$ cat src/rtl/awb_pkg.sv
// Shared definitions for the AWB statistics sequencer.
// Holds the sequencer state encoding, the colour-plane codes driven to the
// mean accumulator, the size and watchdog limits, and a helper that returns
// the index of the last pixel in a plane.
package awb_pkg;

  localparam int unsigned CNT_W    = 21;  // wide enough for 2^20 pixels per plane
  localparam int unsigned SIZE_W   = 5;
  localparam int unsigned PIX_W    = 8;
  localparam int unsigned MAX_SIZE = 20;
  localparam int unsigned WD_LIMIT = 8;   // WAIT cycles allowed before a timeout

  // Sequencer states; a plain binary encoding keeps legacy tools happy.
  localparam logic [2:0] ST_IDLE  = 3'd0;
  localparam logic [2:0] ST_RUN_R = 3'd1;
  localparam logic [2:0] ST_RUN_G = 3'd2;
  localparam logic [2:0] ST_RUN_B = 3'd3;
  localparam logic [2:0] ST_WAIT  = 3'd4;
  localparam logic [2:0] ST_DONE  = 3'd5;

  typedef enum logic [1:0] {
    RED   = 2'd0,
    GREEN = 2'd1,
    BLUE  = 2'd2
  } color_e;

  // Index of the final pixel of a plane holding 2^size pixels.
  function automatic logic [CNT_W-1:0] plane_last(input logic [SIZE_W-1:0] size);
    return (CNT_W'(1) << size) - CNT_W'(1);
  endfunction

endpackage

$ cat src/rtl/awb_stat_seq_if.sv
// Pixel stream plus mean-accumulator link of the AWB statistics sequencer.
//   pix_valid/pix_data/pix_ready : incoming planar pixel stream
//   mean_valid/color/value/last/size : per-pixel drive to the mean accumulator
//   mean_last_i, r/g/b_mean_i    : results coming back from the accumulator
// The sequencer connects through the slave modport, the surrounding logic
// (pixel source and accumulator) through the master modport.
interface awb_stat_seq_if;
  import awb_pkg::*;

  logic              pix_valid;
  logic [PIX_W-1:0]  pix_data;
  logic              pix_ready;

  logic              mean_valid;
  logic [1:0]        mean_color;
  logic [PIX_W-1:0]  mean_value;
  logic              mean_last;
  logic [SIZE_W-1:0] mean_size;

  logic              mean_last_i;
  logic [PIX_W-1:0]  r_mean_i;
  logic [PIX_W-1:0]  g_mean_i;
  logic [PIX_W-1:0]  b_mean_i;

  modport slave (
    input  pix_valid, pix_data, mean_last_i, r_mean_i, g_mean_i, b_mean_i,
    output pix_ready, mean_valid, mean_color, mean_value, mean_last, mean_size
  );

  modport master (
    output pix_valid, pix_data, mean_last_i, r_mean_i, g_mean_i, b_mean_i,
    input  pix_ready, mean_valid, mean_color, mean_value, mean_last, mean_size
  );

endinterface

$ cat src/rtl/awb_stat_seq.sv
// AWB statistics sequencer.
// Walks one planar frame (R, G, B planes of 2^size pixels each) from the
// pixel stream into an external mean accumulator, then waits for the
// accumulator's result and captures the three channel means.
// Ports:
//   clk, rst_n         : clock, asynchronous active-low reset
//   start, cfg_size    : frame request and log2 pixels-per-plane (0..20)
//   bus                : pixel stream + accumulator link (slave modport)
//   busy, done         : frame in progress / one-cycle completion pulse
//   r/g/b_mean         : captured channel means
//   err_cfg, err_to    : one-cycle pulses for a rejected start / result timeout
// DONE is terminal: the accumulator cannot be cleared, so only rst_n rearms.
module awb_stat_seq
  import awb_pkg::*;
(
  input  logic              clk,
  input  logic              rst_n,
  input  logic              start,
  input  logic [SIZE_W-1:0] cfg_size,
  awb_stat_seq_if.slave     bus,
  output logic              busy,
  output logic              done,
  output logic [PIX_W-1:0]  r_mean,
  output logic [PIX_W-1:0]  g_mean,
  output logic [PIX_W-1:0]  b_mean,
  output logic              err_cfg,
  output logic              err_to
);

  logic [2:0]        state_q,   state_d;
  logic [SIZE_W-1:0] size_q,    size_d;
  logic [CNT_W-1:0]  cnt_q,     cnt_d;
  logic [2:0]        wd_q,      wd_d;
  logic [PIX_W-1:0]  r_q, r_d, g_q, g_d, b_q, b_d;
  logic              done_q,    done_d;
  logic              err_cfg_q, err_cfg_d;
  logic              err_to_q,  err_to_d;

  logic   run;
  logic   xfer;
  logic   last_hit;
  color_e color;

  assign run      = (state_q == ST_RUN_R) || (state_q == ST_RUN_G) || (state_q == ST_RUN_B);
  assign xfer     = bus.pix_valid & run;
  // Qualified by xfer so the accumulator never sees a last without a beat.
  assign last_hit = xfer & (cnt_q == plane_last(size_q));

  always_comb begin
    color = RED;
    case (state_q)
      ST_RUN_G: color = GREEN;
      ST_RUN_B: color = BLUE;
      default:  color = RED;
    endcase
  end

  assign bus.pix_ready  = run;
  assign bus.mean_valid = xfer;
  assign bus.mean_value = bus.pix_data;
  assign bus.mean_color = color;
  assign bus.mean_last  = last_hit;
  assign bus.mean_size  = size_q;

  assign busy    = run | (state_q == ST_WAIT);
  assign done    = done_q;
  assign err_cfg = err_cfg_q;
  assign err_to  = err_to_q;
  assign r_mean  = r_q;
  assign g_mean  = g_q;
  assign b_mean  = b_q;

  always_comb begin
    // NOTE: every _d starts from its _q (pulses from 0) so no path leaves a
    // variable unassigned, which would otherwise infer a latch.
    state_d   = state_q;
    size_d    = size_q;
    cnt_d     = cnt_q;
    wd_d      = wd_q;
    r_d       = r_q;
    g_d       = g_q;
    b_d       = b_q;
    done_d    = 1'b0;
    err_cfg_d = 1'b0;
    err_to_d  = 1'b0;

    case (state_q)
      ST_IDLE: begin
        if (start) begin
          if (cfg_size > SIZE_W'(MAX_SIZE)) begin
            err_cfg_d = 1'b1;
          end else begin
            size_d  = cfg_size;
            cnt_d   = '0;
            state_d = ST_RUN_R;
          end
        end
      end

      ST_RUN_R, ST_RUN_G, ST_RUN_B: begin
        if (xfer) begin
          if (last_hit) begin
            cnt_d = '0;
            case (state_q)
              ST_RUN_R: state_d = ST_RUN_G;
              ST_RUN_G: state_d = ST_RUN_B;
              default: begin
                state_d = ST_WAIT;
                wd_d    = '0;
              end
            endcase
          end else begin
            cnt_d = cnt_q + CNT_W'(1);
          end
        end
      end

      ST_WAIT: begin
        if (bus.mean_last_i) begin
          r_d     = bus.r_mean_i;
          g_d     = bus.g_mean_i;
          b_d     = bus.b_mean_i;
          done_d  = 1'b1;
          state_d = ST_DONE;
        end else if (wd_q == 3'(WD_LIMIT - 1)) begin
          err_to_d = 1'b1;
          state_d  = ST_DONE;
        end else begin
          wd_d = wd_q + 3'd1;
        end
      end

      ST_DONE: begin
        if (start) err_cfg_d = 1'b1;
      end

      default: state_d = ST_IDLE;
    endcase
  end

  always_ff @(posedge clk or negedge rst_n) begin
    // NOTE: state uses non-blocking assignments so every register samples the
    // pre-edge values; all registers, including the captured means, reset so
    // an abandoned frame leaves nothing stale behind.
    if (!rst_n) begin
      state_q   <= ST_IDLE;
      size_q    <= '0;
      cnt_q     <= '0;
      wd_q      <= '0;
      r_q       <= '0;
      g_q       <= '0;
      b_q       <= '0;
      done_q    <= 1'b0;
      err_cfg_q <= 1'b0;
      err_to_q  <= 1'b0;
    end else begin
      state_q   <= state_d;
      size_q    <= size_d;
      cnt_q     <= cnt_d;
      wd_q      <= wd_d;
      r_q       <= r_d;
      g_q       <= g_d;
      b_q       <= b_d;
      done_q    <= done_d;
      err_cfg_q <= err_cfg_d;
      err_to_q  <= err_to_d;
    end
  end

endmodule
$ cat src/flat_wrapper.sv
// flat-port wrapper written by rule: the top's interface ports become plain ports
module awb_stat_seq_flat import awb_pkg::*;
  (clk, rst_n, start, cfg_size, busy, done, r_mean, g_mean, b_mean, err_cfg, err_to, bus_pix_valid, bus_pix_data, bus_mean_last_i, bus_r_mean_i, bus_g_mean_i, bus_b_mean_i, bus_pix_ready, bus_mean_valid, bus_mean_color, bus_mean_value, bus_mean_last, bus_mean_size);
  awb_stat_seq_if bus_i ();
  input  logic clk;
  input  logic rst_n;
  input  logic start;
  input  logic [SIZE_W-1:0] cfg_size;
  output logic busy;
  output logic done;
  output logic [PIX_W-1:0] r_mean;
  output logic [PIX_W-1:0] g_mean;
  output logic [PIX_W-1:0] b_mean;
  output logic err_cfg;
  output logic err_to;
  input wire logic [$bits(bus_i.pix_valid)-1:0] bus_pix_valid;
  input wire logic [$bits(bus_i.pix_data)-1:0] bus_pix_data;
  input wire logic [$bits(bus_i.mean_last_i)-1:0] bus_mean_last_i;
  input wire logic [$bits(bus_i.r_mean_i)-1:0] bus_r_mean_i;
  input wire logic [$bits(bus_i.g_mean_i)-1:0] bus_g_mean_i;
  input wire logic [$bits(bus_i.b_mean_i)-1:0] bus_b_mean_i;
  output wire logic [$bits(bus_i.pix_ready)-1:0] bus_pix_ready;
  output wire logic [$bits(bus_i.mean_valid)-1:0] bus_mean_valid;
  output wire logic [$bits(bus_i.mean_color)-1:0] bus_mean_color;
  output wire logic [$bits(bus_i.mean_value)-1:0] bus_mean_value;
  output wire logic [$bits(bus_i.mean_last)-1:0] bus_mean_last;
  output wire logic [$bits(bus_i.mean_size)-1:0] bus_mean_size;
  assign bus_i.pix_valid = bus_pix_valid;
  assign bus_i.pix_data = bus_pix_data;
  assign bus_i.mean_last_i = bus_mean_last_i;
  assign bus_i.r_mean_i = bus_r_mean_i;
  assign bus_i.g_mean_i = bus_g_mean_i;
  assign bus_i.b_mean_i = bus_b_mean_i;
  assign bus_pix_ready = bus_i.pix_ready;
  assign bus_mean_valid = bus_i.mean_valid;
  assign bus_mean_color = bus_i.mean_color;
  assign bus_mean_value = bus_i.mean_value;
  assign bus_mean_last = bus_i.mean_last;
  assign bus_mean_size = bus_i.mean_size;
  awb_stat_seq u_core (.clk(clk), .rst_n(rst_n), .start(start), .cfg_size(cfg_size), .bus(bus_i), .busy(busy), .done(done), .r_mean(r_mean), .g_mean(g_mean), .b_mean(b_mean), .err_cfg(err_cfg), .err_to(err_to));
endmodule
$ cat config.mk
export PLATFORM = sky130hd
export DESIGN_NAME = awb_stat_seq_flat
export DESIGN_NICKNAME = d
export VERILOG_FILES = /design/src/rtl/awb_pkg.sv /design/src/rtl/awb_stat_seq_if.sv /design/src/rtl/awb_stat_seq.sv /design/src/flat_wrapper.sv
export SDC_FILE = /design/constraint.sdc
export NUM_CORES = 1
export LEC_CHECK = 0
export ABC_AREA = 1
export ABC_CLOCK_PERIOD_IN_PS = 2940
export CAP_MARGIN = 20
export CORE_ASPECT_RATIO = 1.2
export CORE_MARGIN = 1.5
export CORE_UTILIZATION = 45
export DETAILED_ROUTE_END_ITERATION = 16
export PLACE_DENSITY = 0.82
export SKIP_LAST_GASP = 1
export SLEW_MARGIN = 30
export SYNTH_ARGS = -nofsm -noshare
export SYNTH_HDL_FRONTEND = slang
export SYNTH_SLANG_ARGS = --single-unit
$ cat constraint.sdc
create_clock -name clk -period 2.94 [get_ports clk]
set_clock_uncertainty 0.15 [all_clocks]
set_input_delay 0.588 -clock clk [delete_from_list [all_inputs] [get_ports clk]]
set_output_delay 0.588 -clock clk [all_outputs]
set_load 0.02 [all_outputs]
# == After elaboration in Yosys (flattened, before gate mapping) ==
# Cells that the tools add are included.
# totals
register_bits,59
inputBits,42
out_inout_bits,46
word_cells,76
# op_classes
addsub,3
magnitude_cmp,1
n_eq_ne,15
shifts,1
n_mux,29
n_bitwise,5
reduce_logical,12
# ops
op,n
21-bit two-way mux,4
21-bit case mux with 2 select lines,1
3-bit two-way mux,11
21-bit by 1-bit adder with 21-bit output (second input constant),1
21-bit == test,1
1-bit by 5-bit << shifter with 21-bit output (first input constant),1
21-bit by 2-bit subtractor with 21-bit output (second input constant),1
2-bit != test (second input constant),6
3-bit case mux with 2 select lines,2
3-bit case mux with 4 select lines,1
6-bit AND reduction,2
3-bit == test (second input constant),3
1-bit two-way mux,8
3-bit by 2-bit == test with 1-bit output (second input constant),2
5-bit greater-than comparator (second input constant),1
2-bit case mux with 2 select lines,1
4-bit AND reduction,1
2-bit nonzero test,2
3-bit by 1-bit adder with 3-bit output (second input constant),1
3-bit by 1-bit == test with 1-bit output (second input constant),1
3-bit logical NOT,1
3-bit != test (second input constant),1
3-bit AND reduction,1
3-bit OR reduction,1
other kinds (8),11

# == Longest topological paths before layout ==
# Gate-level depths: netlist of run 1.
# logic_depth
depth_word,8
ltp_mapped,19
ltp_nobuf,18

# == Worst setup path before layout of run 1 ==
# Ideal clock, no wire load.
# synth_path
path_type,register to output
from,"reg u_core.size_q[2], in the netlist u_core.bus.mean_size[2]"
to,out bus_mean_last
arrival_ns,2.349
t_required_ns,2.202
setup_slack_ns,-0.147
stages_incl_launch_ff,14
path_buffers,1
cell_sequence,dfrtp_1 -> buf_2 -> nor3_1 -> nand2_1 -> ha_1 -> xor2_1 -> nand4_1 -> nor2_1 -> nand3b_1 -> nor2_1 -> nand3b_1 -> nor2_1 -> nand4_1 -> nor2_1
# synth_via
elab_chain_cells,4
# synth_rtl
element,line,source
start: declaration,awb_stat_seq.sv:31,"logic [SIZE_W-1:0] size_q, size_d;"
start signal: assignment,awb_stat_seq.sv:158,size_q <= size_d;
1-bit by 5-bit << shifter with 21-bit output,awb_pkg.sv:29,return (CNT_W'(1) << size) - CNT_W'(1);
21-bit by 2-bit subtractor with 21-bit output,awb_pkg.sv:29,
21-bit == test,awb_stat_seq.sv:47,assign last_hit = xfer & (cnt_q == plane_last(size_q));
1-bit bitwise AND,awb_stat_seq.sv:47,
end: declaration,flat_wrapper.sv:26,output wire logic [$bits(bus_i.mean_last)-1:0] bus_mean_last;
# Every way passes these cells.

# == Worst setup path in the final report of run 1 ==
# layout_path
from,"reg u_core.size_q[0], in the netlist u_core.bus.mean_size[0]"
to,out bus_mean_last
# The elaborated chain is that of the path after synthesis.

==> results of run 1 <==
## cells in the mapped netlist
cell type / count
sky130_fd_sc_hd__buf_4: 12
sky130_fd_sc_hd__a21oi_1: 27
sky130_fd_sc_hd__nor4_1: 3
sky130_fd_sc_hd__and2_1: 2
sky130_fd_sc_hd__o21ai_0: 15
sky130_fd_sc_hd__or2_2: 1
sky130_fd_sc_hd__ha_1: 4
sky130_fd_sc_hd__nand2_4: 2
sky130_fd_sc_hd__xor2_1: 19
sky130_fd_sc_hd__o21ai_1: 2
sky130_fd_sc_hd__nor3_1: 10
sky130_fd_sc_hd__buf_6: 2
sky130_fd_sc_hd__nand2_1: 196
sky130_fd_sc_hd__a41oi_1: 1
sky130_fd_sc_hd__clkbuf_1: 8
sky130_fd_sc_hd__nor2_1: 46
sky130_fd_sc_hd__o22ai_1: 2
sky130_fd_sc_hd__buf_2: 1
sky130_fd_sc_hd__nand2_2: 4
sky130_fd_sc_hd__xnor2_1: 10
sky130_fd_sc_hd__nor3b_1: 2
sky130_fd_sc_hd__o21ai_2: 1
sky130_fd_sc_hd__nand4_1: 10
sky130_fd_sc_hd__nand3_2: 4
sky130_fd_sc_hd__clkinv_1: 1
sky130_fd_sc_hd__nand3_4: 2
sky130_fd_sc_hd__nand3_1: 39
sky130_fd_sc_hd__o211ai_1: 1
sky130_fd_sc_hd__nor2_2: 4
sky130_fd_sc_hd__nand3b_1: 4
sky130_fd_sc_hd__inv_2: 4
sky130_fd_sc_hd__nor2_4: 4
sky130_fd_sc_hd__dfrtp_1: 59
sky130_fd_sc_hd__inv_1: 53
sky130_fd_sc_hd__nor3_2: 1
## metal layers
layer	track usage (%)	share of wire, %	vias up
met5	0	0	-
li1	-	-	2022
met3	7.425	6.7	39
met2	45.58	51	154
met1	29.23	38	1892
met4	11.27	3.7	0
## how the worst max path moves through the flow
| stage | start | depth (start not counted) | end |
|---|---|---|---|
| detailed placement | u_core.bus.mean_size[1] | 13 | bus_mean_last |
| finish | u_core.bus.mean_size[0] | 14 | bus_mean_last |
| global placement | u_core.bus.mean_size[1] | 13 | bus_mean_last |
| global route | u_core.bus.mean_size[0] | 14 | bus_mean_last |
| floorplan | u_core.bus.mean_size[2] | 13 | bus_mean_last |
| CTS | u_core.bus.mean_size[0] | 14 | bus_mean_last |
## state kept, by name, indices dropped and copies added (netlist names)
signal,flops
u_core.g_mean,8
u_core.b_mean,8
u_core.r_mean,8
u_core.wd_q,3
u_core.err_cfg,1
u_core.done,1
u_core.cnt_q,21
u_core.state_q,3
u_core.bus.mean_size,5
u_core.err_to,1
## layout by cell type (no fill, tap or decap), drive strengths merged, types with 3 or more instances in the layout
master         count
nor4               3
nand3             45
nand3b             4
buf               79
nand2            202
nand4             10
o21ai             18
dfrtp             59
clkinv             3
ha                 4
xnor2             10
xor2              19
inv               57
clkdlybuf4s50     69
bufinv             3
nor2              54
clkbuf            11
nor3              11
a21oi             27
## kinds of logic (layout without fill, tap and decap cells)
| logic type | Yosys count | in the layout | synth area share (%) |
|---|---|---|---|
| flops | 59 | 59 | 37.81 |
| simple gates | 334 | 334 | 38.45 |
| xor+xnor | 29 | 29 | 6.504 |
| compound gates | 49 | 49 | 6.601 |
| fa+ha+maj | 4 | 4 | 1.282 |
| buf+inv | 81 | 222 | 9.356 |
## per-stage QoR
step / setup slack [ps] / hold WS, ps / std cells / power, mW
2_1_floorplan: 4.787 / 142.4 / 556 / 3.190
4_1_cts: -371.7 / 255.4 / 808 / 5.685
6_report: -372.7 / 232.1 / 814 / 5.871
3_3_place_gp: -451.3 / 311.4 / 789 / 4.611
3_5_place_dp: -574.7 / 314.7 / 789 / 4.705
5_1_grt: -557.7 / 290.5 / 814 / 6.255
## cell type report
class	instances	share of cell area, %
flip-flops and latches	59	26.60
clock buffers	11	2.543
repair buffers	148	23.54
clock inverters	5	1.801
well taps	117	2.633
inverters	58	3.916
multi-input cells	416	38.96
## power breakdown
part	switching, mW	internal (mW)	leakage, nW
Sequential	0.177	1.05	0.773
Combinational	2.10	1.64	1.80
Clock	0.321	0.583	0.123
Total	2.59	3.28	2.69
## timing repair
action | 4_1_cts | 5_1_grt
pin swaps | 6 | 19
setup buffers | 3 | 6
endpoints found under the setup margin | 16 | 28
gates resized for setup | 13 | 17
==> impl_metrics.yaml, run 1 <==
power:
  vdd.ir_drop.worst_v: 0.0006283
  power.leakage_nw: 2.694
  power_density_nw_per_um2: 1056
worst_setup_path:
  crit_buf_inv: 2
  crit_type: "reg2out"
  max_incr_delay_on_cp_ps: 390
  cp_cell_sequence: "inv_2 -> nor3_4 -> nand2_2 -> ha_4 -> xor2_2 -> nand4_1 -> nor2_1 -> nand3b_1 -> nor2_1 -> nand3b_1 -> nor2_1 -> nand4_1 -> nor2_4 -> buf_6"
  rrSetupSlack_ps: 0
  critical_path_maximum_fanout: 3
  timing.critical_path.required_ps: 2200
  regToRegEndpoint: "u_core.wd_q[2]"
  cp_data_arrival_time_ps: 2570
  element_type_at_the_critical_path_end: "primary output"
  critical-path-slowest-cell: "sky130_fd_sc_hd__dfrtp_1"
  worstReg2RegStart: "u_core.bus.mean_size[0]"
  critical_path.most_common_cell: "sky130_fd_sc_hd__nor2_1"
  worst_r2r_path_depth: 20
  cpLargestDelayFamily: "simple AND/OR/NAND/NOR gates"
  worstSetupStartpointType: "register"
timing:
  layout_setup_ws_ps: -372.7
  tightestPinTransition_ps: 842.0
  final.period_utilization_pct: 112.7
  setup_viol: 3
  timing.final.hold_violations: 0
  fin_setup_tns_ps: -378.6
  layout_min_cycle_time_ps: 3313
  rsz_0062_raised_after_global_routing: "true"
  max_clock_freq_ghz: 0.3019
  timing_max_transition_violations_final: 0
  worst_slew_margin_rel_pct: 43.75
floorplan:
  die_w_microns: 88.04
  fp.coreArea_sq_um: 8518
  floorplan.initialDensity_pct: 45.84
  fp-row-count: 37
  ios: 88
  die_area_sq_um: 9248
  die_h_microns: 105.0
logic_synthesis:
  synth_area_per_cell_sq_um: 7.023
  post_synth_num_cell_types: 35
  synth_seq_area_share_pct: 37.81
  synthesis.yosys.warnings: 0
  syn_nets: 602
  synthCells: 556
  synthesized_area_sq_um: 3905
  yosys-top-cells-area: "sky130_fd_sc_hd__dfrtp_1 (38%), sky130_fd_sc_hd__nand2_1 (19%), sky130_fd_sc_hd__inv_1 (5.1%)"
  synth.largest_area_cell: "sky130_fd_sc_hd__dfrtp_1"
  synth.top_cell.area_share_pct: 37.81
  synth-seq-cells: 59
run:
  max_cap_viol_count: 0
clock_tree:
  clk_transition_reported_paths_ps: 70
  cts.htree.levels: 3
  clock_sinks: 59
  cts_buffers: 9
  tritoncts: "done"
  cts_root_buffer_type: "sky130_fd_sc_hd__clkbuf_8"
  cts_hold_buf: 0
  max-clock-path-buffers: 2
  worst_skew_pair_later_pin_latency_ps: 350
drt:
  drt_iter0_drc: 172
  detail_route.vias_per_cell: 5.045
  routed_len_inst_microns: 14.08
  totalWireLength_mm: 11.46
  via_count: 4107
  detail_route.first_pass.iterations: 5
  drc_errors: 0
  detail-route-antenna-nets: 0
placed_design:
  hpwlAfterDp_mm: 8.808
  placed_area_sq_um: 5150
  port-buffer-count: 71
  globalplace.congestion: 0.9494
final_layout:
  layout.nets: 738
  post-route-util_pct: 65.26
  fillerInstances: 737
  multi_input_comb_area_sq_um: 2166
  areaGrowthSynthToFinish_pct: 42.36
  finalInstanceArea_sq_um: 5559
  diodes: 0
  final_layout_size_suffix_gt1_share_pct: 19.94
  ff_latch_area_sq_um: 1479
global_routing:
  grt_first_pass_wirelength_mm: 18.96
  grt_pass1_vias: 4265
  antenna_found_initial: 0
  grt_use_total_pct: 26.21
  globalRouteOverflowTotal: 0
  grt_start_max_net_pins: 60
min_path:
  worst_min_delay_path_class: "in2async"
outcome:
  failed_checks: "setup timing"
  status: "finished with violations"
Note: power is estimated with default switching activity, not from simulation.
==> inputs of run 2 (changes only) <==
ABC_AREA = 0   (was 1)
PLACE_DENSITY = 0.83   (was 0.82)
SLEW_MARGIN = 20   (was 30)
==> impl_metrics.yaml, run 2 <==
outcome:
  status: "finished with violations"
  failed_checks: "setup timing"
placed_design:
  place_worst_setup_slack_ps: -615.1
  globalplace.congestion: 0.9376
  port-buffer-count: 71
  placed_area_sq_um: 4639
  placed_cells_incl_taps: 559
  hpwlAfterDp_mm: 6.786
power:
  power_density_nw_per_um2: 707.2
  power.leakage_nw: 2.207
  vdd.ir_drop.worst_v: 0.0005781
  total_power_mw: 3.576
logic_synthesis:
  syn_nets: 427
  post_synth_num_cell_types: 57
  synthesized_area_sq_um: 3578
  synth.largest_area_cell: "sky130_fd_sc_hd__dfrtp_1"
  synth_seq_area_share_pct: 41.26
  synthMostInstantiatedCell: "sky130_fd_sc_hd__dfrtp_1"
  synth_top_flop_cell: "sky130_fd_sc_hd__dfrtp_1"
  synth_area_per_cell_sq_um: 9.392
  synth_edf_count: 0
  synth.top_cell.area_share_pct: 41.26
  yosys-top-cells-count: "sky130_fd_sc_hd__dfrtp_1 (59), sky130_fd_sc_hd__nor2_1 (41), sky130_fd_sc_hd__mux2_2 (30), sky130_fd_sc_hd__nand2_1 (27), sky130_fd_sc_hd__xnor2_1 (18)"
  yosys-top-cells-area: "sky130_fd_sc_hd__dfrtp_1 (41%), sky130_fd_sc_hd__mux2_2 (9.4%), sky130_fd_sc_hd__xnor2_1 (4.4%)"
  synthCells: 381
  synth-seq-cells: 59
  async_flop_share_pct: 100.0
  synthesis.yosys.warnings: 0
final_layout:
  final_cell_mix: "sky130_fd_sc_hd__clkdlybuf4s50_1 (69), sky130_fd_sc_hd__buf_4 (56), sky130_fd_sc_hd__dfrtp_1 (55)"
  finalInstanceArea_sq_um: 5056
  largest_register: "u_core.cnt_q"
  stdcell_count: 586
  commonest_non_fill_non_tap_cell_in_the_layout: "sky130_fd_sc_hd__clkdlybuf4s50_1"
  areaGrowthSynthToFinish_pct: 41.29
  final_layout_size_suffix_gt1_share_pct: 27.33
  layout.nets: 535
  largest_register_ffs: 21
  diodes: 0
worst_setup_path:
  cp_data_arrival_time_ps: 2730
  crit_type: "reg2out"
  timing.critical_path.required_ps: 2200
  worstSetupStartpointType: "register"
  critical_path_maximum_fanout: 8
  element_type_at_the_critical_path_end: "primary output"
timing:
  max_clock_freq_ghz: 0.2887
  worst_slew_margin_rel_pct: 50.37
  tightestPinTransition_ps: 744.5
  fin_setup_tns_ps: -10040
  layout_setup_ws_ps: -524.0
  final.period_utilization_pct: 117.8
  timing.final.hold_violations: 0
  layout_min_cycle_time_ps: 3464
  setup_viol: 28
  rsz_0062_raised_after_global_routing: "true"
  timing_max_transition_violations_final: 0
drt:
  totalWireLength_mm: 10.05
  routed_len_inst_microns: 17.15
  via_count: 3415
  detail_route.vias_per_cell: 5.828
  drt_iter0_drc: 319
  detail_route.first_pass.iterations: 5
  drc_errors: 0
  detail-route-antenna-nets: 0
global_routing:
  globalRouteOverflowTotal: 0
  grt_first_pass_wirelength_mm: 15.46
  grt_start_max_net_pins: 60
  grt_use_total_pct: 22.87
  grt_pass1_vias: 3323
  antenna_found_initial: 0
clock_tree:
  cts_root_buffer_type: "sky130_fd_sc_hd__clkbuf_8"
  tritoncts: "done"
  cts.htree.levels: 3
  cts_hold_buf: 0
  clk_transition_reported_paths_ps: 70
  cts_buffers: 9
  max-clock-path-buffers: 2
  worst_skew_pair_later_pin_latency_ps: 350
  clock_sinks: 59
run:
  max_cap_viol_count: 0
floorplan:
  fp-row-count: 35
  ios: 88
  floorplan.initialDensity_pct: 46.43
  die_w_microns: 84.41
  die_h_microns: 100.7
  die_area_sq_um: 8498
  fp.coreArea_sq_um: 7707
min_path:
  worst_min_delay_path_class: "in2async"
run 2: final timing paths:
| kind | start | to | slack, ps | cells past startpoint |
|---|---|---|---|---|
| hold reg to reg | u_core.r_mean[4] | u_core.r_mean[4] | 360 | 1 |
| hold / removal | rst_n | u_core.state_q[2] | 230 | 2 |
| max in group asynchronous | rst_n | u_core.bus.mean_size[3] | 1900 | 2 |
| setup reg to reg | u_core.bus.mean_size[3] | u_core.cnt_q[2] | -480 | 15 |
| min in group clk | u_core.r_mean[4] | u_core.r_mean[4] | 360 | 1 |
| setup / recovery | u_core.bus.mean_size[3] | bus_mean_last | -520 | 9 |
run 2: where the power goes:
part	switching [mW]	internal, mW	total, mW
clock	0.355	0.395	0.750
combinational	0.988	0.847	1.83
sequential	0.0924	0.898	0.991
run 2: layout make-up:
cell class	count	area (sq um)
Clock buffer	9	123.9
Clock inverter	7	76.32
Fill cell	565	2651
Inverter	9	33.78
Multi-Input combinational cell	276	1993
Sequential cell	59	1481
Tap cell	92	115.1
Timing Repair Buffer	134	1232
run 2: cell families after synthesis:
family	count (synthesis)	share of synthesized area, %
compound gates	70	13.57
flops	59	41.26
buf+inv	46	6.433
fa+ha+maj	4	1.399
simple gates	140	19.93
mux	34	10.56
xor+xnor	28	6.853
run 2: critical path, stage by stage (launching register included):
cell and delay [ps]:
sky130_fd_sc_hd__dfrtp_2 420, sky130_fd_sc_hd__nor3_4 250, sky130_fd_sc_hd__nand3_2 120, sky130_fd_sc_hd__ha_4 220
sky130_fd_sc_hd__or3_4 350, sky130_fd_sc_hd__o311ai_4 290, sky130_fd_sc_hd__xor2_1 120, sky130_fd_sc_hd__nor3_2 200
sky130_fd_sc_hd__o2111a_2 260, sky130_fd_sc_hd__buf_6 130
run 2: what timing repair did:
action / in CTS / in global routing
endpoints found under the hold margin: 0 / 0
pin swaps: 5 / 7
endpoints found under the setup margin: 23 / 28
setup buffers: 1 / 9
gates resized for setup: 12 / 17
gates cloned: 0 / 1
run 2: stage by stage:
stage | util, % | hold slack [ps]
after global placement | 60.19 | 338.8
final | 65.60 | 230.9
after global routing | 65.60 | 303.9
after CTS | 63.47 | 257.6
after detailed placement | 60.19 | 345.3
after floorplan | - | 142.4
run 2: metal layers:
metal / wire length, microns / global-route usage (%) / vias to the layer above / part of all wire [%]
li1: - / - / 1562 / -
met1: 3964 / 27.73 / 1684 / 39
met2: 5188 / 38.46 / 145 / 52
met3: 645 / 6.634 / 24 / 6.4
met4: 251 / 9.305 / 0 / 2.5
met5: 0 / 0 / - / 0
==> edit: new RTL, config.mk and constraints of run 1 <==
Make the reset (`rst_n`) synchronous in one clocked block. Comments in the files are not updated.
--- a/src/rtl/awb_stat_seq.sv
+++ b/src/rtl/awb_stat_seq.sv
@@ -140,3 +140,3 @@
 
-  always_ff @(posedge clk or negedge rst_n) begin
+  always_ff @(posedge clk) begin
     // NOTE: state uses non-blocking assignments so every register samples the
Formal check against the unedited RTL: differs if rst_n is asserted again (counterexample within 4 cycles, from zero or initial values and one cycle with rst_n low); with rst_n held inactive, the same outputs for 10 cycles.
==> edit against run 1 <==
- the flow still finishes with violations (negative setup slack)
- sequential power is 23% lower
- synthesized cell count is 7.0% higher
- worst setup slack better by 84 ps
- routed wire length is 3.4% lower
- first-iteration DRC count is 5.2% higher
- cell area is 2.6% lower
- core utilization is 1.5 points higher
- sequential cell count stayed put
- critical path depth is 1 lower
- sequential share of layout area is 4.6 points lower
- synthesized area is 4.2% lower
- power is 24% lower
- critical endpoint unchanged
- largest power group unchanged
==> edit: results (changes against run 1) <==
[run_status]
status=finished, violations left
violations=negative setup slack

[timing]
worstMarginPinSlew_ps=769  ; -73.1 ps
setup_viol=24  ; +21
fin_ws_ps=-288  ; +84.3 ps

[global_routing]
grt_use_total_pct=25.7  ; -0.51 points
grt_pass1_wl_um=18200  ; -3.9%
grt_start_max_net_pins=37  ; -38%
grt_pass1_vias=4192  ; -1.7%

[layout]
multi_input_area_share_pct=42.4  ; +3.5 points
areaGrowthSynthToFinish_pct=44.6
nMultiInputCombCells=443  ; +6.5%
inverters=68  ; +17%
buffer_area_share_pct=25.4  ; +1.8 points
n_fill_cell=681  ; -7.6%
fin_cells=837  ; +2.8%
seq_area_share_pct=22.0  ; -4.6 points
n_sequential_cell=59  ; unchanged
nets=784  ; +6.2%
clock_area_share_pct=3.28  ; -1.1 points

[cts]
cts_resized=21  ; +8
cts_setup_buffers=6  ; +3

[logic_synthesis]
synth-xor-area-share_pct=4.21  ; -2.3 points
synth.distinct_cells=34  ; -2.9%
syn_nets=641  ; +6.5%
synthArstFlopShare_pct=0  ; -100 points
synth-compound-area-share_pct=9.36  ; +2.8 points
synth_fa_ha_area_share_pct=1.34  ; +0.056 points
synth_common_cells=143 x nand2_1, 76 x nand3_1, 72 x nor2_1, 59 x dfxtp_1, 59 x inv_1
synth_flop_cell=dfxtp_1
synth_seq_area_share_pct=31.6  ; -6.2 points
netlist_instances=595  ; +7.0%
syn_area_mm2=0.00374  ; -4.2%
synth_area_leaders=dfxtp_1 32%, nand2_1 14%, nand3_1 10%
synth.area.mux_share_pct=0  ; unchanged

[detailed_routing]
routedWlPerCell_um=13.2  ; -6.0%
first_pass_iters=4  ; -1
drtIter0Drc=181  ; +5.2%

[pwr]
p_switching_mw=1.98  ; -24%
pg_clk_mw=0.679  ; -25%
p_leak_nw=2.35  ; -13%
power.total_mw=4.49  ; -24%
ir_drop_mv=0.537  ; -15%

[placed_design]
gp_congestion=0.969  ; +2.1%
placed_cells=810  ; +2.7%
place_ws_ps=-659  ; -84.7 ps
hpwl_um=8210  ; -6.8%

[setup_path]
crit_slowest_cell=dfxtp_4
slowest_delay_ps=360  ; -30 ps

[hold_path]
holdCritPathClass=reg2reg

edit: changes by cell type after synthesis, sizes merged, moves of 7 or more:
cell   before  now
xnor2      10    2
nand2     202  148
dfxtp       0   59
inv        57   66
dfrtp      59    0
a21oi      27   38
nor2       54   90
nand3      45   79
nor3       11   18
edit: worst paths after layout:
path	start	end	slack, ps	cells past startpoint
worst max register to register	u_core.bus.mean_size[0]$_SDFFE_PN0P_	u_core.cnt_q[19]$_SDFFE_PN0P_	-90	21
worst min-delay path	u_core.g_mean[5]$_SDFFE_PN0P_	u_core.g_mean[5]$_SDFFE_PN0P_	310	2
worst max-delay path	u_core.bus.mean_size[0]$_SDFFE_PN0P_	bus_mean_last	-290	13
worst min register to register	u_core.g_mean[5]$_SDFFE_PN0P_	u_core.g_mean[5]$_SDFFE_PN0P_	310	2
edit: routing by layer:
layer	vias up	wire length [µm]	global-route usage, %
met1	2086	4510	27.6
met4	0	386	13.6
met3	36	611	6.33
li1	2197	-	-
met2	132	5570	46.6
met5	-	0	0
